## src/rtl/rf_write_arbiter_pkg.sv

```systemverilog
// Shared types and constants for the register-file write arbiter and its
// long-latency result queue.
package rf_write_arbiter_pkg;

    localparam int DATA_W     = 32;
    localparam int FIFO_DEPTH = 2;

    typedef logic [4:0] rf_idx_t;

    typedef enum logic [1:0] {
        ARB_IDLE,
        ARB_WAIT,
        ARB_STALL
    } arb_state_t;

    typedef struct packed {
        rf_idx_t             rd;
        logic [DATA_W-1:0]   data;
    } wr_ent_t;

endpackage

```

## src/rtl/rf_write_arbiter_if.sv

```systemverilog
// Bundle of writeback, long-latency result and register-file write signals.
// The slave modport is the arbiter's view; master is the surrounding pipeline.
interface rf_write_arbiter_if;

    logic                                 wb_we_i;
    rf_write_arbiter_pkg::rf_idx_t        wb_rd_i;
    logic [31:0]                          wb_data_i;
    logic                                 md_valid_i;
    rf_write_arbiter_pkg::rf_idx_t        md_rd_i;
    logic [31:0]                          md_data_i;
    logic                                 md_ready_o;
    logic                                 stall_o;
    logic [31:0]                          pend_mask_o;
    logic                                 rf_we_o;
    rf_write_arbiter_pkg::rf_idx_t        rf_rd_o;
    logic [31:0]                          rf_data_o;

    modport slave (
        input  wb_we_i, wb_rd_i, wb_data_i,
        input  md_valid_i, md_rd_i, md_data_i,
        output md_ready_o, stall_o, pend_mask_o,
        output rf_we_o, rf_rd_o, rf_data_o
    );

    modport master (
        output wb_we_i, wb_rd_i, wb_data_i,
        output md_valid_i, md_rd_i, md_data_i,
        input  md_ready_o, stall_o, pend_mask_o,
        input  rf_we_o, rf_rd_o, rf_data_o
    );

endinterface

```

## src/rtl/rf_wr_fifo.sv

```systemverilog
// Two-entry in-order queue of long-latency results with a same-cycle
// squash port that removes every entry aimed at a given register.
module rf_wr_fifo
    import rf_write_arbiter_pkg::*;
(
    input  logic        clk,
    input  logic        rst,
    input  logic        i_enq,
    input  wr_ent_t     i_enq_ent,
    input  logic        i_deq,
    input  logic        i_sq,
    input  rf_idx_t     i_sq_rd,
    output logic        o_head_vld,
    output wr_ent_t     o_head,
    output logic [1:0]  o_count,
    output logic [31:0] o_pend_mask
);

    logic [FIFO_DEPTH-1:0] r_vld;
    wr_ent_t               r_ent0;
    wr_ent_t               r_ent1;

    logic                  w_keep0;
    logic                  w_keep1;
    logic [FIFO_DEPTH-1:0] w_vld_nxt;
    wr_ent_t               w_ent0_nxt;
    wr_ent_t               w_ent1_nxt;

    // Entries stay packed toward slot 0: drop dequeued/squashed ones, close
    // the gap, then append the new result behind whatever survived.
    always_comb begin
        w_keep0    = r_vld[0] && !i_deq && !(i_sq && (r_ent0.rd == i_sq_rd));
        w_keep1    = r_vld[1] && !(i_sq && (r_ent1.rd == i_sq_rd));
        w_vld_nxt  = {w_keep0 && w_keep1, w_keep0 || w_keep1};
        w_ent0_nxt = w_keep0 ? r_ent0 : r_ent1;
        w_ent1_nxt = r_ent1;
        if (i_enq) begin
            if (!w_vld_nxt[0]) begin
                w_ent0_nxt   = i_enq_ent;
                w_vld_nxt[0] = 1'b1;
            end else begin
                w_ent1_nxt   = i_enq_ent;
                w_vld_nxt[1] = 1'b1;
            end
        end
    end

    always_ff @(posedge clk or posedge rst) begin
        if (rst) begin
            r_vld <= '0;
        end else begin
            r_vld <= w_vld_nxt;
        end
    end

    always_ff @(posedge clk) begin
        r_ent0 <= w_ent0_nxt;
        r_ent1 <= w_ent1_nxt;
    end

    always_comb begin
        o_pend_mask = '0;
        if (r_vld[0]) o_pend_mask[r_ent0.rd] = 1'b1;
        if (r_vld[1]) o_pend_mask[r_ent1.rd] = 1'b1;
        o_pend_mask[0] = 1'b0;
    end

    assign o_head_vld = r_vld[0];
    assign o_head     = r_ent0;
    assign o_count    = {r_vld[1], r_vld[0] & ~r_vld[1]};

endmodule

```

## src/rtl/rf_write_arbiter.sv

```systemverilog
// Register-file write port arbiter: pipeline writeback always wins, queued
// mul/div results fill the gaps, and a starvation FSM requests a bubble.
module rf_write_arbiter
    import rf_write_arbiter_pkg::*;
#(
    parameter int STARVE_LIMIT = 4
) (
    input logic               clk,
    input logic               rst,
    rf_write_arbiter_if.slave bus
);

    logic        w_wb_vld;
    logic        w_head_vld;
    wr_ent_t     w_head;
    logic [1:0]  w_count;
    logic        w_grant_md;
    logic        w_md_ready;
    logic        w_enq;
    wr_ent_t     w_enq_ent;
    logic        w_blocked;
    logic [3:0]  w_cnt_inc;
    logic [31:0] w_pend_mask;

    arb_state_t  r_state;
    arb_state_t  w_state_nxt;
    logic [2:0]  r_cnt;
    logic [2:0]  w_cnt_nxt;

    logic        r_rf_we;
    rf_idx_t     r_rf_rd;
    logic [31:0] r_rf_data;

    assign w_wb_vld   = bus.wb_we_i && (bus.wb_rd_i != '0);
    assign w_grant_md = !w_wb_vld && w_head_vld;
    assign w_blocked  = w_head_vld && w_wb_vld;
    assign w_md_ready = (w_count < 2'(FIFO_DEPTH)) || w_grant_md;
    // x0 results complete the handshake but are never queued.
    assign w_enq      = bus.md_valid_i && w_md_ready && (bus.md_rd_i != '0);
    assign w_enq_ent  = {bus.md_rd_i, bus.md_data_i};

    rf_wr_fifo u_fifo (
        .clk         (clk),
        .rst         (rst),
        .i_enq       (w_enq),
        .i_enq_ent   (w_enq_ent),
        .i_deq       (w_grant_md),
        .i_sq        (w_wb_vld),
        .i_sq_rd     (bus.wb_rd_i),
        .o_head_vld  (w_head_vld),
        .o_head      (w_head),
        .o_count     (w_count),
        .o_pend_mask (w_pend_mask)
    );

    always_ff @(posedge clk or posedge rst) begin
        if (rst) begin
            r_rf_we   <= 1'b0;
            r_rf_rd   <= '0;
            r_rf_data <= '0;
        end else if (w_wb_vld) begin
            r_rf_we   <= 1'b1;
            r_rf_rd   <= bus.wb_rd_i;
            r_rf_data <= bus.wb_data_i;
        end else if (w_grant_md) begin
            r_rf_we   <= 1'b1;
            r_rf_rd   <= w_head.rd;
            r_rf_data <= w_head.data;
        end else begin
            r_rf_we   <= 1'b0;
            r_rf_rd   <= '0;
            r_rf_data <= '0;
        end
    end

    assign w_cnt_inc = {1'b0, r_cnt} + 4'd1;

    always_comb begin
        w_state_nxt = r_state;
        w_cnt_nxt   = r_cnt;
        unique case (r_state)
            ARB_IDLE: begin
                if (w_blocked) begin
                    w_state_nxt = ARB_WAIT;
                    w_cnt_nxt   = 3'd1;
                end
            end
            ARB_WAIT: begin
                if (!w_head_vld || w_grant_md) begin
                    w_state_nxt = ARB_IDLE;
                    w_cnt_nxt   = 3'd0;
                end else if (w_cnt_inc >= 4'(STARVE_LIMIT)) begin
                    w_state_nxt = ARB_STALL;
                    w_cnt_nxt   = w_cnt_inc[2:0];
                end else begin
                    w_cnt_nxt   = w_cnt_inc[2:0];
                end
            end
            ARB_STALL: begin
                if (w_blocked) begin
                    w_state_nxt = ARB_WAIT;
                    w_cnt_nxt   = 3'd1;
                end else begin
                    w_state_nxt = ARB_IDLE;
                    w_cnt_nxt   = 3'd0;
                end
            end
            default: begin
                w_state_nxt = ARB_IDLE;
                w_cnt_nxt   = 3'd0;
            end
        endcase
    end

    always_ff @(posedge clk or posedge rst) begin
        if (rst) begin
            r_state <= ARB_IDLE;
            r_cnt   <= 3'd0;
        end else begin
            r_state <= w_state_nxt;
            r_cnt   <= w_cnt_nxt;
        end
    end

    assign bus.md_ready_o  = w_md_ready;
    assign bus.stall_o     = (r_state == ARB_STALL);
    assign bus.pend_mask_o = w_pend_mask;
    assign bus.rf_we_o     = r_rf_we;
    assign bus.rf_rd_o     = r_rf_rd;
    assign bus.rf_data_o   = r_rf_data;

endmodule

```

## src/flat_wrapper.sv

```systemverilog
// flat-port wrapper written by rule: the top's interface ports become plain ports
module rf_write_arbiter_flat import rf_write_arbiter_pkg::*;
#(
    parameter int STARVE_LIMIT = 4
)
  (clk, rst, bus_wb_we_i, bus_wb_rd_i, bus_wb_data_i, bus_md_valid_i, bus_md_rd_i, bus_md_data_i, bus_md_ready_o, bus_stall_o, bus_pend_mask_o, bus_rf_we_o, bus_rf_rd_o, bus_rf_data_o);
  rf_write_arbiter_if bus_i ();
  input logic clk;
  input logic rst;
  input wire logic [$bits(bus_i.wb_we_i)-1:0] bus_wb_we_i;
  input wire logic [$bits(bus_i.wb_rd_i)-1:0] bus_wb_rd_i;
  input wire logic [$bits(bus_i.wb_data_i)-1:0] bus_wb_data_i;
  input wire logic [$bits(bus_i.md_valid_i)-1:0] bus_md_valid_i;
  input wire logic [$bits(bus_i.md_rd_i)-1:0] bus_md_rd_i;
  input wire logic [$bits(bus_i.md_data_i)-1:0] bus_md_data_i;
  output wire logic [$bits(bus_i.md_ready_o)-1:0] bus_md_ready_o;
  output wire logic [$bits(bus_i.stall_o)-1:0] bus_stall_o;
  output wire logic [$bits(bus_i.pend_mask_o)-1:0] bus_pend_mask_o;
  output wire logic [$bits(bus_i.rf_we_o)-1:0] bus_rf_we_o;
  output wire logic [$bits(bus_i.rf_rd_o)-1:0] bus_rf_rd_o;
  output wire logic [$bits(bus_i.rf_data_o)-1:0] bus_rf_data_o;
  assign bus_i.wb_we_i = bus_wb_we_i;
  assign bus_i.wb_rd_i = bus_wb_rd_i;
  assign bus_i.wb_data_i = bus_wb_data_i;
  assign bus_i.md_valid_i = bus_md_valid_i;
  assign bus_i.md_rd_i = bus_md_rd_i;
  assign bus_i.md_data_i = bus_md_data_i;
  assign bus_md_ready_o = bus_i.md_ready_o;
  assign bus_stall_o = bus_i.stall_o;
  assign bus_pend_mask_o = bus_i.pend_mask_o;
  assign bus_rf_we_o = bus_i.rf_we_o;
  assign bus_rf_rd_o = bus_i.rf_rd_o;
  assign bus_rf_data_o = bus_i.rf_data_o;
  rf_write_arbiter #(.STARVE_LIMIT(STARVE_LIMIT)) u_core (.clk(clk), .rst(rst), .bus(bus_i));
endmodule
```

## config.mk

```make
export PLATFORM = sky130hd
export DESIGN_NAME = rf_write_arbiter_flat
export DESIGN_NICKNAME = d
export VERILOG_FILES = /design/src/rtl/rf_write_arbiter_pkg.sv /design/src/rtl/rf_write_arbiter_if.sv /design/src/rtl/rf_wr_fifo.sv /design/src/rtl/rf_write_arbiter.sv /design/src/flat_wrapper.sv
export SDC_FILE = /design/constraint.sdc
export NUM_CORES = 1
export LEC_CHECK = 0
export ABC_AREA = 0
export BUFFER_PORTS_ARGS = -buffer_cell sky130_fd_sc_hd__buf_2
export CAP_MARGIN = 20
export CORE_MARGIN = 5
export CORE_UTILIZATION = 52
export CTS_CLUSTER_SIZE = 30
export DETAILED_ROUTE_END_ITERATION = 6
export PLACE_DENSITY = 0.77
export REMOVE_ABC_BUFFERS = 1
export SYNTH_ARGS = -nofsm -noshare
export SYNTH_HDL_FRONTEND = slang
export SYNTH_SLANG_ARGS = --single-unit
```

## constraint.sdc

```tcl
create_clock -name clk -period 2.8 [get_ports clk]
set_input_delay 0.28 -clock clk [delete_from_list [all_inputs] [get_ports clk]]
set_output_delay 0.28 -clock clk [all_outputs]
set_load 0.02 [all_outputs]
```

### Yosys cells after proc, flatten, opt, wreduce, memory -nomap -nowiden

Cells that the tools add are included.
Widths: inputs -> output; s select.

* register bits after elaboration: 119
* output and inout port bits: 72
* word-level logic and storage cells: 78

* $add $sub $neg: 1
* order comparisons: 6
* equality and inequality tests: 6
* multiplexer cells: 26
* bitwise logic cells: 3
* reduce and logical (&&, ||, !) cells: 26

Operators with widths (number)
* $mux 32: 4
* $mux 37: 3
* $or 32x32->32: 1
* $logic_and 1x1->1: 13
* $lt 5x6->1 const B: 2
* $demux 1 s5: 2
* $eq 5x5->1: 2
* $ge 5x1->1 const B: 2
* $mux 5: 2
* $reduce_bool 5->1: 2
* $pmux 3 s3: 1
* $mux 2: 4
* $mux 1: 7
* $mux 3: 2
* $pmux 2 s3: 1
* $logic_not 1->1: 5
* $add 3x1->4 const B: 1
* $ge 4x3->1 const B: 1
* $reduce_and 2->1: 2
* $logic_or 1x1->1: 3
* $ne 3x1->1 const B: 1
* $eq 2x1->1 const B: 1
* $eq 2x2->1 const B: 1
* $logic_not 2->1: 1
* other kinds (4): 4

### Depth between registers and ports, before layout

* word-level depth: 10
* gate-level depth with buffers: 7
* depth with buffers taken out: 5

### By module

Synthesis repeated with hierarchy kept, for this count alone.

* cell total of the unflattened synthesis: 626
* area total of the unflattened synthesis: 5880.6 µm²

By module, submodules not included
* rf_wr_fifo: times used 1, cells an instance 434, area an instance 4048.9 µm², sequential area each 1901.8 µm²
* rf_write_arbiter: times used 1, cells an instance 192, area an instance 1831.8 µm², sequential area each 1076.0 µm²

### Worst setup path after synthesis

Ideal clock, no wire load.

* path type: in2reg
* start: input port bus_wb_rd_i[1]
* end: register u_core.u_fifo.r_ent1[0] in the netlist's numbering (enable)
* setup time: 395 ps
* arrival time: 2122 ps
* setup slack: 283 ps
* stages on the path: 5
* path through: or4_4 o21ai_0 buf_2 nand3_1 nand2_1

* word-level cells in the longest chain between the ends: 9
* elaborated cells between the ends (all ways): 19

RTL lines
* from (decl): line flat_wrapper.sv:11 `input wire logic [$bits(bus_i.wb_rd_i)-1:0] bus_wb_rd_i;`
* $reduce_bool 5->1: line rf_write_arbiter.sv:34 `assign w_wb_vld = bus.wb_we_i && (bus.wb_rd_i != '0);`
* $logic_and 1x1->1: line rf_write_arbiter.sv:34
* $logic_not 1->1: line rf_write_arbiter.sv:35 `assign w_grant_md = !w_wb_vld && w_head_vld;`
* $logic_and 1x1->1: line rf_write_arbiter.sv:35
* $logic_not 1->1: line rf_wr_fifo.sv:32 `w_keep0 = r_vld[0] && !i_deq && !(i_sq && (r_ent0.rd == i_sq_rd));`
* $logic_and 1x1->1 (2 in a row): line rf_wr_fifo.sv:32
* $logic_or 1x1->1: line rf_wr_fifo.sv:34 `w_vld_nxt = {w_keep0 && w_keep1, w_keep0 || w_keep1};`
* $reduce_and 2->1 (no line) *
* to (signal assigned): line rf_wr_fifo.sv:58 `r_ent1 <= w_ent1_nxt;`
* to (decl): line rf_wr_fifo.sv:21 `wr_ent_t r_ent1;`

Mark *: on every way between the ends. The rest lies on a longest branch, timed or not.
A chain may end at the register's enable or synchronous reset.

### Final worst setup path

* start: register u_core.u_fifo.r_vld[0]
* end: output port bus_pend_mask_o[24]

* word-level cells in the longest chain between the ends: 3

RTL lines
* from (decl): line rf_wr_fifo.sv:19 `logic [FIFO_DEPTH-1:0] r_vld;`
* from (signal assigned): line rf_wr_fifo.sv:52 `r_vld <= w_vld_nxt;`
* $mux 32 *: line rf_wr_fifo.sv:63 `if (r_vld[0]) o_pend_mask[r_ent0.rd] = 1'b1;`
* $or 32x32->32 (no line)
* $mux 32 *: line rf_wr_fifo.sv:64 `if (r_vld[1]) o_pend_mask[r_ent1.rd] = 1'b1;`
* to (decl): line flat_wrapper.sv:18 `output wire logic [$bits(bus_i.pend_mask_o)-1:0] bus_pend_mask_o;`

Marked as above.

==> reports/qor.yml <==
yosys:
  yosys-top-cells-area: "dfrtp_1, edfxtp_1, mux2_2"
  synth_top_area_frac: 0.215
  synthFlopType: "dfrtp_1"
  syn_area_per_cell_um2: 11.6
  synth.most_common_cell: "nand2_1"
  synth_commonest_cells: "nand2_1, mux2_2, dfrtp_1"
  ys_types: 41
  yosys.area.top_type: "dfrtp_1"
  ys_ff_latch: 119
  synthArstFlopShare: 0.378
  synth_edf_count: 37
  netlist_area_um2: 5250
  synthCells: 451
  synth_warnings: 0
  ys_seq_area_frac: 0.567
layout:
  layout.nets: 739
  layout-drive-gt1-share: 0.407
  stdcell_count: 806
  area_growth_syn_to_layout_pct: 40.1
  antenna_cells: 0
global_routing:
  grt_max_degree: 46
  met2_usage: 0.410
  grt_util_met3: 0.0667
  busiest_layer: "met2"
  grt-ovfl-total: 0
  use_met1: 0.296
  grtUsageTotal: 0.239
  grt_pass1_vias: 4603
  antenna_found_initial: 0
  grt_pass1_wl_mm: 23.7
critical_path:
  crit_fanout: 27
  cp-start-kind: "register"
  path_class: "register to output port"
  endpoint_kind: "output port"
  critPathRequiredTime_ns: 2.52
  crit_arrival_ns: 2.26
cts:
  tritoncts: "yes"
  ctsHtreeMaxLevel: 4
  cts.sinks: 119
  clkLatencyLatePin_ns: 0.50
  cts_buffers: 17
  clk_pin_slew_ns: 0.06
  cts-root-buf: "clkbuf_8"
  cts_buffer_depth: 2
  cts_resized: 0
timing:
  tns_ns: 0
  fmax_mhz: 394
  hold_violations: 0
  worst_pin_slew_ns: 0.522
  finalMaxSlewViolations: 0
  maxSlewHeadroom: 0.651
  setup_violations: 0
  final.min_clock_period_ns: 2.54
  rsz0062_at_grt: "no"
  skew_ns: 0.0109
  period_share: 0.907
floorplanning:
  dieArea_um2: 12200
  num_io_pins: 150
  start_util: 0.534
  core_um2: 9820
  dieHeight_um: 110
  die_w_um: 110
  rows: 36
routing:
  via_per_inst: 5.50
  firstDrtPassIters: 4
  drcViolationCount: 0
  wl_mm: 14.5
  vias: 4436
  ant_nets: 0
  drt_iter0_drc: 263
  post_drt_wl_per_cell_um: 18.0
placement:
  io_buffers: 148
  place_hpwl_mm: 8.82
  dp_cells: 704
  globalplace.congestion: 0.893
power:
  switching_share: 0.320
  cellPowerDensity_nw_per_um2: 876
  pwr-share-clk: 0.317
  combPwrFrac: 0.280
  ir_drop_v: 0.000633
  p_leak_uw: 0.00332
  power.switching_uw: 2060
  p_seq_frac: 0.403
  p_int_uw: 4380
run_status:
  status: "complete, no violations"
flow_run:
  maxCapViolCount: 0
min_path:
  hold_path.class: "input pin to register"
[power groups by stage]
stage | logic [uW] | registers [uW] | clock network [uW]
finish | 1800 | 2590 | 2040
global route | 1940 | 2650 | 2150
CTS | 1790 | 2580 | 2070
detailed placement | 1700 | 2600 | 0
global placement | 1660 | 2580 | 0
floorplan | 1000 | 2700 | 0
[metal layers]
metal | part of all wire | vias to the layer above
met5 | 0 | -
met4 | 0.012 | 0
met3 | 0.073 | 20
met2 | 0.51 | 212
met1 | 0.40 | 2159
li1 | - | 2045
[worst max-delay path: stages (launching register included)]
cell     delay, ns
dfrtp_2       0.70
inv_1         0.12
or3_1         0.52
o22ai_1       0.22
buf_2         0.19
[logic make-up (layout without fill, tap and decap cells)]
family / after synthesis / count (layout) / synth area share
buffers and inverters: 39 / 261 / 0.0372
adder cells (fa/ha/maj): 1 / 1 / 0.00238
other: 1 / 1 / 0.000715
multiplexers: 74 / 74 / 0.165
flip-flops: 119 / 119 / 0.567
AND/OR/NAND/NOR: 151 / 151 / 0.137
XOR/XNOR: 11 / 11 / 0.0184
AO/OA/AOI/OAI: 55 / 55 / 0.0720
[sequential cells by signal (all words and copies together) (netlist names)]
signal,count
u_core.bus.rf_data_o,32
u_core.bus.rf_rd_o,5
u_core.bus.rf_we_o,1
u_core.r_cnt,3
u_core.r_state,2
u_core.u_fifo.o_head,37
u_core.u_fifo.r_ent1,37
u_core.u_fifo.r_vld,2
[worst paths after layout]
kind                                              start                       end  slack (ns)  cells after the start
max in group asynchronous                           rst  u_core.bus.rf_data_o[30]        2.02                      4
worst min register to register  u_core.u_fifo.o_head[9]   u_core.bus.rf_data_o[9]        0.47                      2
min in group asynchronous                           rst  u_core.bus.rf_data_o[19]        0.27                      3
worst max register to register   u_core.u_fifo.r_vld[0]  u_core.u_fifo.r_ent1[30]        0.76                      5
worst min-delay path                  bus_wb_data_i[19]  u_core.bus.rf_data_o[19]        0.01                      3
worst max-delay path             u_core.u_fifo.r_vld[0]       bus_pend_mask_o[24]        0.26                      4
[through the flow]
step                      total power (uW)  worst slack [ns]  hold slack, ns  area [um2]   util
after CTS                             6440             0.262         0.00277        7320  0.746
after global placement                4240             0.684           0.456        6080  0.619
after global routing                  6740             0.128        0.000521        7350  0.749
final                                 6440             0.262          0.0149        7350  0.749
after floorplan                       3700             -1.61           0.379        5070      -
after detailed placement              4310             0.643           0.458        6080  0.619
[layout make-up]
type	count	area [um2]
Clock inverter	13	130
Sequential cell	119	2980
Timing Repair Buffer	225	1540
Multi-Input combinational cell	293	2090
Tap cell	133	166
Fill cell	648	2470
Clock buffer	19	432
Inverter	4	15.0
[placed cells by master, fill, tap and decap left out, types with 3 or more instances in the layout]
cell / netlist / final
or3b_2: 5 / 5
buf_4: 3 / 4
a21oi_1: 5 / 5
nor2_1: 4 / 4
o21ai_0: 4 / 3
or3_1: 3 / 3
nand3b_1: 13 / 13
xnor2_1: 8 / 8
buf_2: 8 / 148
dfrtp_1: 45 / 44
xor2_1: 3 / 3
dfxtp_1: 37 / 37
mux2_4: 8 / 8
dlygate4sd3_1: 0 / 69
o211ai_1: 4 / 4
nand2_1: 78 / 77
edfxtp_1: 37 / 37
inv_1: 4 / 3
o22ai_1: 31 / 31
mux2_2: 66 / 66
clkbuf_16: 0 / 16
buf_12: 1 / 4
clkinv_2: 0 / 5
clkinvlp_4: 0 / 4
nand3_1: 41 / 41
[what timing repair did]
action | CTS | global route
setup buffers | 0 | 0
endpoints found under the hold margin | 68 | 12
hold buffers | 68 | 1
No activity file was read; power rests on OpenSTA's default activity.
